[config.mk]
export PLATFORM = sky130hd
export DESIGN_NAME = hififo_rr_arbiter
export DESIGN_NICKNAME = d
export VERILOG_FILES = /design/src/rtl/hififo_rr_arbiter.sv
export SDC_FILE = /design/constraint.sdc
export NUM_CORES = 1
export LEC_CHECK = 0
export BUFFER_PORTS_ARGS = -buffer_cell sky130_fd_sc_hd__buf_2
export CORE_AREA = 2 2 247 249
export CTS_BUF_LIST = sky130_fd_sc_hd__clkbuf_4 sky130_fd_sc_hd__clkbuf_8
export CTS_CLUSTER_SIZE = 16
export DETAILED_ROUTE_END_ITERATION = 10
export DIE_AREA = 0 0 249 251
export GPL_TIMING_DRIVEN = 1
export PLACE_DENSITY = 0.42
export REMOVE_ABC_BUFFERS = 1
export SYNTH_ARGS = -nofsm -noshare
export SYNTH_HDL_FRONTEND = slang
export SYNTH_SLANG_ARGS = --single-unit
[constraint.sdc]
create_clock -name clock -period 8.8 [get_ports clock]
set_input_delay 1.76 -clock clock [delete_from_list [all_inputs] [get_ports clock]]
set_output_delay 1.76 -clock clock [all_outputs]
set_load 0.02 [all_outputs]
[src/rtl/hififo_rr_arbiter.sv]
// rtl/hififo_rr_arbiter.sv - round-robin read-request arbiter for the from-PC FIFO channels
//
// Purpose:
//   Shares one PCIe read-request channel among 8 requesters: descriptor fetch
//   (RR0) and data fetch (RR1) of FIFO channels 0..3. A requester is masked
//   for HOLDOFF cycles after each grant. A global credit count limits the
//   number of 512-byte reads in flight. Credits come back on the last
//   completion beat, which is the beat carrying qword index 63.
//
// Ports:
//   clock, reset       system clock; synchronous active-high reset
//   rr_valid[7:0]      request valid; [3:0] RR0 of FIFO 0..3, [7:4] RR1 of FIFO 0..3
//   rr_addr[511:0]     byte address of requester i at [64*i +: 64]
//   rr1_tag[11:0]      data block index of FIFO f at [3*f +: 3]
//   rr_ready[7:0]      one-cycle accept pulse per requester
//   tx_valid/tx_ready  request handshake to the TLP generator
//   tx_addr[63:0]      512-byte aligned request address
//   tx_tag[7:0]        completion tag decoded by the FIFO channels
//   rc_valid, rc_index completion beat and its qword index
//   outstanding[4:0]   reads in flight
//   underflow          sticky flag: completion-last seen with nothing in flight

module hififo_rr_arbiter #(
   parameter int MAX_OUTSTANDING = 16,
   parameter int HOLDOFF         = 3
) (
   input  logic         clock,
   input  logic         reset,
   input  logic [7:0]   rr_valid,
   input  logic [511:0] rr_addr,
   input  logic [11:0]  rr1_tag,
   output logic [7:0]   rr_ready,
   output logic         tx_valid,
   output logic [63:0]  tx_addr,
   output logic [7:0]   tx_tag,
   input  logic         tx_ready,
   input  logic         rc_valid,
   input  logic [5:0]   rc_index,
   output logic [4:0]   outstanding,
   output logic         underflow
);

   typedef enum logic {
      ST_IDLE  = 1'b0,
      ST_ISSUE = 1'b1
   } state_t;

   state_t       state_q, state_d;
   logic [2:0]   ptr_q, ptr_d;
   logic [1:0]   holdoff_q [8];
   logic [1:0]   holdoff_d [8];
   logic [7:0]   rr_ready_q, rr_ready_d;
   logic         tx_valid_q, tx_valid_d;
   logic [63:0]  tx_addr_q, tx_addr_d;
   logic [7:0]   tx_tag_q, tx_tag_d;
   logic [4:0]   outstanding_q, outstanding_d;
   logic         underflow_q, underflow_d;

   logic [7:0]   eligible;
   logic         comp_last;
   logic [4:0]   credit_level;
   logic         room;
   logic         found;
   logic [2:0]   gnt_idx;
   logic [2:0]   cand_idx;
   logic         grant;
   logic [1:0]   gnt_fifo;
   logic [63:0]  addr_sel;
   logic [2:0]   blk_sel;
   logic         unused_addr_bits;

   assign comp_last = rc_valid & (rc_index == 6'd63);

   // Level used for the grant check: this cycle's credit return is applied
   // first, so a full arbiter can grant in the same cycle a read completes.
   assign credit_level = (comp_last && outstanding_q != 5'd0) ? outstanding_q - 5'd1
                                                            : outstanding_q;
   assign room = ({1'b0, credit_level} < 6'(MAX_OUTSTANDING));

   always_comb begin
      for (int i = 0; i < 8; i++) begin
         eligible[i] = rr_valid[i] & (holdoff_q[i] == 2'd0);
      end
   end

   // Round-robin search starting at the pointer, wrapping 7 -> 0.
   always_comb begin
      found    = 1'b0;
      gnt_idx  = 3'd0;
      cand_idx = 3'd0;
      for (int k = 0; k < 8; k++) begin
         cand_idx = ptr_q + 3'(k);
         if (!found && eligible[cand_idx]) begin
            found   = 1'b1;
            gnt_idx = cand_idx;
         end
      end
   end

   assign grant    = (state_q == ST_IDLE) & found & room;
   assign gnt_fifo = gnt_idx[1:0];

   always_comb begin
      addr_sel = 64'd0;
      blk_sel  = 3'd0;
      for (int i = 0; i < 8; i++) begin
         if (gnt_idx == 3'(i)) begin
            addr_sel = rr_addr[64*i +: 64];
         end
      end
      for (int f = 0; f < 4; f++) begin
         if (gnt_fifo == 2'(f)) begin
            blk_sel = rr1_tag[3*f +: 3];
         end
      end
   end

   // Low address bits are dropped: every request is a whole 512-byte block.
   assign unused_addr_bits = ^addr_sel[8:0];

   always_comb begin
      state_d       = state_q;
      ptr_d         = ptr_q;
      rr_ready_d    = 8'd0;
      tx_valid_d    = tx_valid_q;
      tx_addr_d     = tx_addr_q;
      tx_tag_d      = tx_tag_q;
      outstanding_d = outstanding_q;
      underflow_d   = underflow_q;
      for (int i = 0; i < 8; i++) begin
         holdoff_d[i] = (holdoff_q[i] != 2'd0) ? holdoff_q[i] - 2'd1 : 2'd0;
      end

      case (state_q)
         ST_IDLE: begin
            if (grant) begin
               state_d             = ST_ISSUE;
               tx_valid_d          = 1'b1;
               tx_addr_d           = {addr_sel[63:9], 9'd0};
               if (gnt_idx[2] == 1'b0) begin
                  tx_tag_d = {1'b1, 4'b0000, 1'b0, gnt_fifo};
               end else begin
                  tx_tag_d = {2'b00, gnt_fifo, 1'b0, blk_sel};
               end
               rr_ready_d[gnt_idx] = 1'b1;
               holdoff_d[gnt_idx]  = 2'(HOLDOFF);
               ptr_d               = gnt_idx + 3'd1;
            end
         end
         ST_ISSUE: begin
            if (tx_ready) begin
               state_d    = ST_IDLE;
               tx_valid_d = 1'b0;
            end
         end
         default: state_d = ST_IDLE;
      endcase

      // A grant and a completion-last in the same cycle cancel out.
      if (grant && !comp_last) begin
         outstanding_d = outstanding_q + 5'd1;
      end else if (!grant && comp_last) begin
         if (outstanding_q == 5'd0) begin
            underflow_d = 1'b1;
         end else begin
            outstanding_d = outstanding_q - 5'd1;
         end
      end
   end

   always_ff @(posedge clock) begin
      if (reset) begin
         state_q       <= ST_IDLE;
         ptr_q         <= 3'd0;
         rr_ready_q    <= 8'd0;
         tx_valid_q    <= 1'b0;
         tx_addr_q     <= 64'd0;
         tx_tag_q      <= 8'd0;
         outstanding_q <= 5'd0;
         underflow_q   <= 1'b0;
         for (int i = 0; i < 8; i++) begin
            holdoff_q[i] <= 2'd0;
         end
      end else begin
         state_q       <= state_d;
         ptr_q         <= ptr_d;
         rr_ready_q    <= rr_ready_d;
         tx_valid_q    <= tx_valid_d;
         tx_addr_q     <= tx_addr_d;
         tx_tag_q      <= tx_tag_d;
         outstanding_q <= outstanding_d;
         underflow_q   <= underflow_d;
         for (int i = 0; i < 8; i++) begin
            holdoff_q[i] <= holdoff_d[i];
         end
      end
   end

   assign rr_ready    = rr_ready_q;
   assign tx_valid    = tx_valid_q;
   assign tx_addr     = tx_addr_q;
   assign tx_tag      = tx_tag_q;
   assign outstanding = outstanding_q;
   assign underflow   = underflow_q;

endmodule
==> results of run 1 <==
[worst max-delay path, stage by stage, from the launching register on]
cell      delay (ns)
dfxtp_1         0.72
inv_2           0.22
ha_1            0.66
nor4b_1         0.71
or2_0           0.30
mux4_2          0.30
nor3_2          0.05
o22ai_1         0.34
nor2_1          0.07
o311a_1         0.54
inv_2           0.26
ha_4            0.64
buf_4           0.77
o21ai_0         0.24
a221oi_1        0.47
o32ai_1         0.15
[layer usage]
metal / share of wire, % / up-vias / global-route usage (%)
met4: 1.0 / 14 / 3.27
met3: 5.9 / 49 / 3.80
met1: 43 / 6232 / 20.6
met2: 50 / 465 / 30.0
li1: - / 6130 / -
met5: 0.18 / - / 0
[path summary, 6_finish.rpt]
check / end / from / slack (ns) / cells after the start
min reg2reg: tx_tag[5]$_SDFFE_PP0P_ / tx_tag[5]$_SDFFE_PP0P_ / 0.45 / 2
max reg2reg: tx_addr[31]$_SDFFE_PP0P_ / ptr_q[1]$_SDFFE_PP0P_ / 2.09 / 15
min: tx_tag[5]$_SDFFE_PP0P_ / tx_tag[5]$_SDFFE_PP0P_ / 0.45 / 2
max: tx_addr[31]$_SDFFE_PP0P_ / ptr_q[1]$_SDFFE_PP0P_ / 2.09 / 15
[cells in the final DEF (no fill, tap or decap), types with 6 or more instances in the layout]
cell	netlist	layout
mux2i_1	7	7
buf_2	36	544
a221oi_2	20	20
a2bb2oi_1	26	26
mux4_2	11	11
inv_1	52	52
nor2_1	170	169
a211oi_1	6	6
o32ai_1	27	27
and3_1	7	7
nand3_1	29	29
a31o_2	12	12
a22oi_1	30	30
clkbuf_8	0	9
a21oi_1	197	197
nor3b_1	32	32
nand2b_1	54	54
buf_4	17	25
a221oi_1	38	38
ha_1	11	6
conb_1	1	11
o22ai_1	33	33
nor3_1	31	31
o211ai_1	36	36
o21ai_0	65	65
dfxtp_1	96	96
a31oi_1	25	25
nand2_1	169	168
[cell families (layout without fill, tap and decap cells)]
logic type                 after synthesis  after routing
AOI/OAI and AO/OA                      546            546
xor gates and xnor gates                 7              7
adders and majority gates               11             11
buffers and inverters                  215            642
DFF                                     96             96
muxes                                   22             22
other                                    1             13
and+or+nand+nor                        545            545
[per-stage QoR]
| step | utilization (%) | hold WS, ns | TNS [ns] | instance area, sq um | setup slack (ns) |
|---|---|---|---|---|---|
| floorplan | - | 0.452 | -0.866 | 9070 | -0.0469 |
| global placement | 21.8 | 0.432 | 0 | 13100 | 1.69 |
| detailed placement | 21.8 | 0.439 | 0 | 13100 | 1.69 |
| CTS | 22.1 | 0.456 | 0 | 13200 | 2.06 |
| global route | 22.1 | 0.475 | 0 | 13200 | 1.61 |
| finish | 22.1 | 0.450 | 0 | 13200 | 2.09 |
[registers in the layout, summed over array words and instances (netlist names)]
name and cells:
tx_addr 55, ptr_q 3, tx_valid 1, state_q 1
outstanding 5, tx_tag 6, rr_ready 8, underflow 1
holdoff_q 16
[cell type report]
class                   count  area, sq um  share of cell area (%)
multi-input cells        1142         7010                    53.0
repair buffers            570         2930                    22.1
flip-flops and latches     96         1920                    14.5
well taps                 782          978                    7.39
inverters                  57          216                    1.64
clock buffers               9          124                   0.936
clock inverters             6         45.0                   0.340
diodes                      2         5.00                  0.0378
==> results.py, run 1 <==
metrics = {
    "critical_path": {
        "crit_path_max_fanout": 97,
        "crit_arrival_ns": 7.01,
        "start_kind": "flip-flop",
        "critPathKind": "flip-flop to flip-flop",
        "end_kind": "flip-flop",
        "cp.required_ns": 9.10,
    },
    "floorplan": {
        "ioPinCount": 629,
        "rows": 90,
        "dieArea_sq_um": 62500,
        "core_area_sq_um": 59800,
        "fp.dieW_um": 249,
        "die_h_um": 251,
        "start_util_pct": 16.3,
    },
    "synthesis": {
        "yosysUniqueCellTypes": 80,
        "synthFlopType": "dfxtp_1",
        "synthAdderAreaFrac_pct": 1.41,
        "postSynthCellCount": 1443,
        "synth-async-reset-ratio_pct": 0,
        "synth_seq_cells": 96,
        "syn-mean-instance-area_sq_um": 6.77,
        "synth_area_leaders": "dfxtp_1 20%, a21oi_1 10%, nor2_1 6.5%",
        "synth_edf_count": 0,
        "synth-xor-area-share_pct": 0.704,
        "synth_top_family_by_area": "compound AO/OA/AOI/OAI gates",
        "synth_area_sq_um": 9770,
        "synth_top_cell_area_share_pct": 19.7,
        "synth_top_cell_by_area": "dfxtp_1",
        "yosysWarnings": 0,
        "synth_compound_area_share_pct": 37.9,
        "yosys.area_share.simple_pct": 26.8,
        "seq_area_frac_synth_pct": 19.7,
        "synth_top_cells_by_count": "197 x a21oi_1, 170 x nor2_1, 169 x nand2_1",
        "yosysMostFrequentCell": "a21oi_1",
        "synth_mux_area_share_pct": 3.71,
    },
    "route": {
        "drt-pass1-iter-count": 5,
        "drt_iter0_markers": 838,
        "vias": 12900,
        "via_per_inst": 4.84,
        "wl_per_cell_um": 20.6,
        "drc_errors": 0,
        "drt_wl_total_um": 54800,
        "ant_nets": 0,
    },
    "sta": {
        "min_period_ns": 6.71,
        "finalHoldViolCount": 0,
        "report.final.slew_viol_count": 0,
        "fmax_ghz": 0.149,
        "rsz0062_at_grt": "no",
        "final-setup-viol-count": 0,
        "worst_pin_slew_ns": 0.992,
        "relSlewSlack_pct": 33.7,
        "period_share_pct": 76.3,
        "finClkSkew_ns": 0.0273,
    },
    "grt": {
        "grt_pass1_wl_um": 79900,
        "grt_pass1_vias": 12600,
        "grt_overflow_total": 0,
        "grt_use_total_pct": 16.8,
        "antenna_found_initial": 8,
        "grt_max_degree": 98,
    },
    "outcome": {
        "status": "complete, no violations",
    },
    "layout": {
        "fillers": 6828,
        "fin_cells": 2664,
        "area_delta_synth_final_pct": 35.4,
        "final_nets": 2429,
        "drive_gt1_share_pct": 35.6,
    },
    "hold_path": {
        "hp-class": "flip-flop to flip-flop",
    },
    "placed_design": {
        "hpwl_um": 40600,
        "port_buffers": 545,
        "dp.cells": 2647,
        "gp_congestion": 0.901,
    },
    "clock_tree": {
        "cts_setup_buffers": 0,
        "cts_buffers": 9,
        "clockRootBuffer": "clkbuf_8",
        "cts_htree_levels": 3,
        "tritoncts": "built",
        "cts_sinks": 96,
        "post_cts_resize_count": 0,
        "clock_path_buffers": 2,
        "clk_pin_slew_worst_paths_ns": 0.13,
        "worstSkewPairLatency_ns": 0.45,
        "postCtsHoldBufs": 0,
    },
    "job": {
        "maxCapViolCount": 0,
    },
}
Power of run 1 is left out: the tool's default activity adds up to more than one toggle a clock period on the data nets, which glitch-free logic cannot reach.
==> run 2: changes to the inputs <==
- ABC_AREA: default -> 1
- PLACE_DENSITY: 0.42 -> 0.41
- clock period: 8.8 -> 6.87 ns (I/O delays scaled with it)
==> results.py, run 2 <==
metrics = {
    "grt": {
        "grtUsageMet1_pct": 18.5,
        "top_usage_layer": "met2",
        "grt_pass1_vias": 11700,
        "grt_pass1_wl_um": 72400,
        "grt_util_met3_pct": 3.21,
        "grt_overflow_total": 0,
        "antenna_found_initial": 10,
        "grt.met2_usage_pct": 27.2,
        "grt_max_degree": 92,
        "grt_use_total_pct": 15.3,
    },
    "floorplan": {
        "dieArea_sq_um": 62500,
        "ioPinCount": 629,
        "fp.dieW_um": 249,
        "rows": 90,
        "die_h_um": 251,
        "start_util_pct": 15.4,
        "core_area_sq_um": 59800,
    },
    "sta": {
        "worst_pin_slew_ns": 1.02,
        "fmax_ghz": 0.175,
        "rsz0062_at_grt": "no",
        "final-setup-viol-count": 0,
        "period_share_pct": 83.1,
        "min_period_ns": 5.71,
        "finalHoldViolCount": 0,
        "finClkSkew_ns": 0.0362,
        "report.final.slew_viol_count": 0,
        "setup_ws_ns": 1.16,
        "relSlewSlack_pct": 31.7,
        "fin_tns_setup_ns": 0,
    },
    "critical_path": {
        "path_buf_inv": 6,
        "start_kind": "flip-flop",
        "end_kind": "flip-flop",
        "cp.required_ns": 7.24,
        "critPathTopFamily": "simple AND/OR/NAND/NOR gates",
        "slowest_stage": "dfxtp_1",
        "crit_arrival_ns": 6.08,
        "path_common_cell": "nand3_1",
        "crit_path_max_fanout": 60,
        "critPathKind": "flip-flop to flip-flop",
        "cp_slowest_stage_delay_ns": 0.63,
    },
    "synthesis": {
        "synth-async-reset-ratio_pct": 0,
        "synth_area_leaders": "nand2_1 21%, dfxtp_1 21%, nand3_1 10%",
        "yosysWarnings": 0,
        "synth_edf_count": 0,
        "synth_seq_cells": 96,
        "synthFlopType": "dfxtp_1",
        "postSynthCellCount": 1638,
        "synth_top_cells_by_count": "518 x nand2_1, 192 x nand3_1, 177 x inv_1",
        "yosysMostFrequentCell": "nand2_1",
        "synth_top_cell_area_share_pct": 21.2,
        "synth_area_sq_um": 9190,
        "seq_area_frac_synth_pct": 20.9,
        "yosysUniqueCellTypes": 53,
        "synth_top_cell_by_area": "nand2_1",
        "syn-mean-instance-area_sq_um": 5.61,
    },
    "layout": {
        "area_delta_synth_final_pct": 39.0,
        "layout_common_cells": "544 x buf_2, 516 x nand2_1, 192 x nand3_1",
        "final_core_util_pct": 21.4,
        "final_nets": 2652,
        "fillers": 7001,
        "final_cell_area_sq_um": 12800,
        "drive_gt1_share_pct": 32.1,
        "final_common_cell": "buf_2",
        "largest_reg_flops": 55,
    },
    "route": {
        "drc_errors": 0,
        "drt-pass1-iter-count": 5,
        "drt_wl_total_um": 50000,
        "drt_iter0_markers": 660,
        "via_per_inst": 4.25,
        "vias": 12300,
        "wl_per_cell_um": 17.3,
        "ant_nets": 0,
    },
    "clock_tree": {
        "postCtsHoldBufs": 0,
        "worstSkewPairLatency_ns": 0.46,
        "clk_pin_slew_worst_paths_ns": 0.15,
        "clockRootBuffer": "clkbuf_8",
        "post_cts_resize_count": 0,
        "clock_path_buffers": 2,
        "cts_buffers": 9,
        "cts_htree_levels": 3,
        "tritoncts": "built",
        "cts_sinks": 96,
        "cts_setup_buffers": 0,
    },
    "hold_path": {
        "hp-class": "flip-flop to flip-flop",
    },
    "outcome": {
        "status": "complete, no violations",
    },
    "placed_design": {
        "pre_cts_slack_ns": 0.983,
        "gp_congestion": 0.897,
        "placed_area_sq_um": 12500,
        "port_buffers": 545,
        "hpwl_um": 37900,
    },
    "job": {
        "maxCapViolCount": 0,
    },
}
-- run 2: final timing paths --
check / startpoint / endpoint / slack (ns) / cells after the start
hold / removal: holdoff_q[0][0]$_SDFF_PP0_ / holdoff_q[0][1]$_SDFF_PP0_ / 0.47 / 2
setup / recovery: ptr_q[1]$_SDFFE_PP0P_ / tx_addr[16]$_SDFFE_PP0P_ / 1.16 / 29
hold reg to reg: holdoff_q[0][0]$_SDFF_PP0_ / holdoff_q[0][1]$_SDFF_PP0_ / 0.47 / 2
setup reg to reg: ptr_q[1]$_SDFFE_PP0P_ / tx_addr[16]$_SDFFE_PP0P_ / 1.16 / 29
-- run 2: routing by layer --
layer | vias to the layer above | wire length, um
li1 | 6176 | -
met1 | 5625 | 21100
met2 | 447 | 25000
met3 | 46 | 2840
met4 | 6 | 996
met5 | - | 39
-- run 2: logic make-up (layout without fill, tap and decap cells) --
logic type	Yosys count	in the layout	share of synthesized area (%)
AND/OR/NAND/NOR	879	879	42.1
AO/OA/AOI/OAI	330	330	19.9
buffers and inverters	313	769	14.6
flip-flops	96	96	20.9
adder cells (fa/ha/maj)	11	11	1.50
XOR/XNOR	4	4	0.545
multiplexers	4	4	0.436
other	1	18	0.0408
-- run 2: layout make-up --
type / instances / area [sq um] / share of cell area, %
clock inverter: 7 / 91.3 / 0.715
timing repair buffer: 565 / 2910 / 22.7
tap: 782 / 978 / 7.66
antenna: 7 / 17.5 / 0.137
sequential: 96 / 1920 / 15.0
inverter: 188 / 707 / 5.53
clock buffer: 9 / 124 / 0.969
multi-input combinational: 1239 / 6030 / 47.2
-- run 2: through the flow --
stage | instances | hold WS (ns)
final | 2893 | 0.468
after global routing | 2891 | 0.486
after CTS | 2886 | 0.465
after detailed placement | 2870 | 0.453
after global placement | 2870 | 0.450
after floorplan | 1523 | 0.441
-- run 2: worst min-delay path: cells and delay by family, from the launching register on --
family           cells  cell delay [ns]
AO/OA/AOI/OAI        1             0.06
flip-flops           1             0.34
AND/OR/NAND/NOR      1             0.06
Power of run 2 is left out for the same reason.
==> run 3: changes to the inputs <==
- PLACE_DENSITY: 0.41 -> 0.42
- clock period: 6.87 -> 5 ns (I/O delays scaled with it)
==> results.py, run 3 (synthesis results as in run 2) <==
metrics = {
    "floorplan": {
        "dieArea_sq_um": 62500,
        "core_area_sq_um": 59800,
        "start_util_pct": 15.4,
        "ioPinCount": 629,
        "rows": 90,
        "die_h_um": 251,
        "fp.dieW_um": 249,
    },
    "grt": {
        "antenna_found_initial": 9,
        "grt_overflow_total": 0,
        "grt_use_total_pct": 15.7,
        "grt_pass1_wl_um": 73900,
        "grt_max_degree": 60,
        "grt_pass1_vias": 12100,
    },
    "sta": {
        "report.final.slew_viol_count": 0,
        "rsz0062_at_grt": "no",
        "final-setup-viol-count": 0,
        "finClkSkew_ns": 0.0235,
        "relSlewSlack_pct": 47.3,
        "finalHoldViolCount": 0,
        "worst_pin_slew_ns": 0.790,
        "fmax_ghz": 0.228,
        "period_share_pct": 87.9,
        "min_period_ns": 4.40,
        "setup_ws_ns": 0.605,
    },
    "route": {
        "vias": 12300,
        "drc_errors": 0,
        "wl_per_cell_um": 17.4,
        "drt-pass1-iter-count": 7,
        "via_per_inst": 4.22,
        "drt_iter0_markers": 722,
        "drt_wl_total_um": 50600,
        "ant_nets": 0,
    },
    "placed_design": {
        "port_buffers": 545,
        "gp_congestion": 0.926,
        "hpwl_um": 38900,
        "pre_cts_slack_ns": 0.300,
    },
    "critical_path": {
        "end_kind": "flip-flop",
        "cp.required_ns": 5.34,
        "crit_arrival_ns": 4.73,
        "start_kind": "flip-flop",
        "critPathKind": "flip-flop to flip-flop",
        "reg2reg_setup_slack_ns": 0.60,
        "crit_path_max_fanout": 22,
    },
    "clock_tree": {
        "postCtsHoldBufs": 0,
        "worstSkewPairLatency_ns": 0.45,
        "post_cts_resize_count": 0,
        "clockRootBuffer": "clkbuf_8",
        "clk_pin_slew_worst_paths_ns": 0.13,
        "cts_htree_levels": 3,
        "clock_path_buffers": 2,
        "tritoncts": "built",
        "cts_sinks": 96,
        "cts_setup_buffers": 0,
        "cts_buffers": 9,
    },
    "layout": {
        "layout_common_cells": "545 x buf_2, 516 x nand2_1, 192 x nand3_1",
        "final_nets": 2671,
        "largest_reg_flops": 55,
        "area_delta_synth_final_pct": 41.8,
        "drive_gt1_share_pct": 32.7,
        "final_common_cell": "buf_2",
    },
    "job": {
        "maxCapViolCount": 0,
    },
    "outcome": {
        "status": "complete, no violations",
    },
    "hold_path": {
        "hp-class": "flip-flop to flip-flop",
    },
}
[run 3: changes by cell type in the layout (fill, tap and decap cells not counted)]
cell and delta:
clkinv_8 -2, clkinvlp_4 +2, buf_2 +1, inv_6 -2, buf_12 +11, diode_2 -1, buf_4 +7, inv_12 -1
clkinv_4 +1, inv_8 +2
[run 3: final timing paths]
check	end	cells past startpoint	startpoint
min reg2reg	tx_addr[49]$_SDFFE_PP0P_	2	tx_addr[49]$_SDFFE_PP0P_
max reg2reg	tx_addr[56]$_SDFFE_PP0P_	25	ptr_q[1]$_SDFFE_PP0P_
max	tx_addr[56]$_SDFFE_PP0P_	25	ptr_q[1]$_SDFFE_PP0P_
min	tx_addr[49]$_SDFFE_PP0P_	2	tx_addr[49]$_SDFFE_PP0P_
[run 3: critical path: stages, from the launching register on]
cell	delay (ns)
dfxtp_1	0.40
inv_2	0.05
ha_1	0.28
inv_1	0.23
nand3_1	0.14
nand2_1	0.11
nand2_1	0.11
nand2_2	0.14
nand4_4	0.14
nor2_4	0.16
nand2_2	0.10
inv_1	0.05
o21ai_0	0.08
nand2_1	0.21
inv_1	0.21
ha_1	0.31
inv_1	0.11
nor2_4	0.05
buf_12	0.18
a221o_1	0.30
o2111ai_1	0.16
nand3_1	0.29
nand3_1	0.14
nand2_1	0.06
nand2_1	0.18
a21oi_1	0.09
[run 3: cell type report]
class                   count  area, sq um
diodes                      6         15.0
clock buffers               9          124
clock inverters             7         71.3
fillers                  6996        46800
inverters                 188          707
multi-input cells        1239         6030
flip-flops and latches     96         1920
well taps                 782          978
repair buffers            584         3180
[run 3: per-layer routing]
metal | GRT usage (%) | up-vias | routed length (um)
li1 | - | 6207 | -
met1 | 19.2 | 5619 | 21600
met2 | 27.6 | 402 | 24900
met3 | 2.75 | 58 | 2720
met4 | 5.51 | 2 | 1340
met5 | 0 | - | 13
[run 3: metrics by stage]
step	instance area (sq um)	hold slack (ns)	TNS [ns]	utilization, %	instances
after floorplan	8590	0.441	-60.56	-	1523
after global placement	12800	0.450	0	21.4	2889
after detailed placement	12800	0.455	0	21.4	2889
after CTS	13000	0.472	0	21.8	2905
after global routing	13000	0.487	0	21.8	2910
final	13000	0.468	0	21.8	2911
Power of run 3 is left out for the same reason.
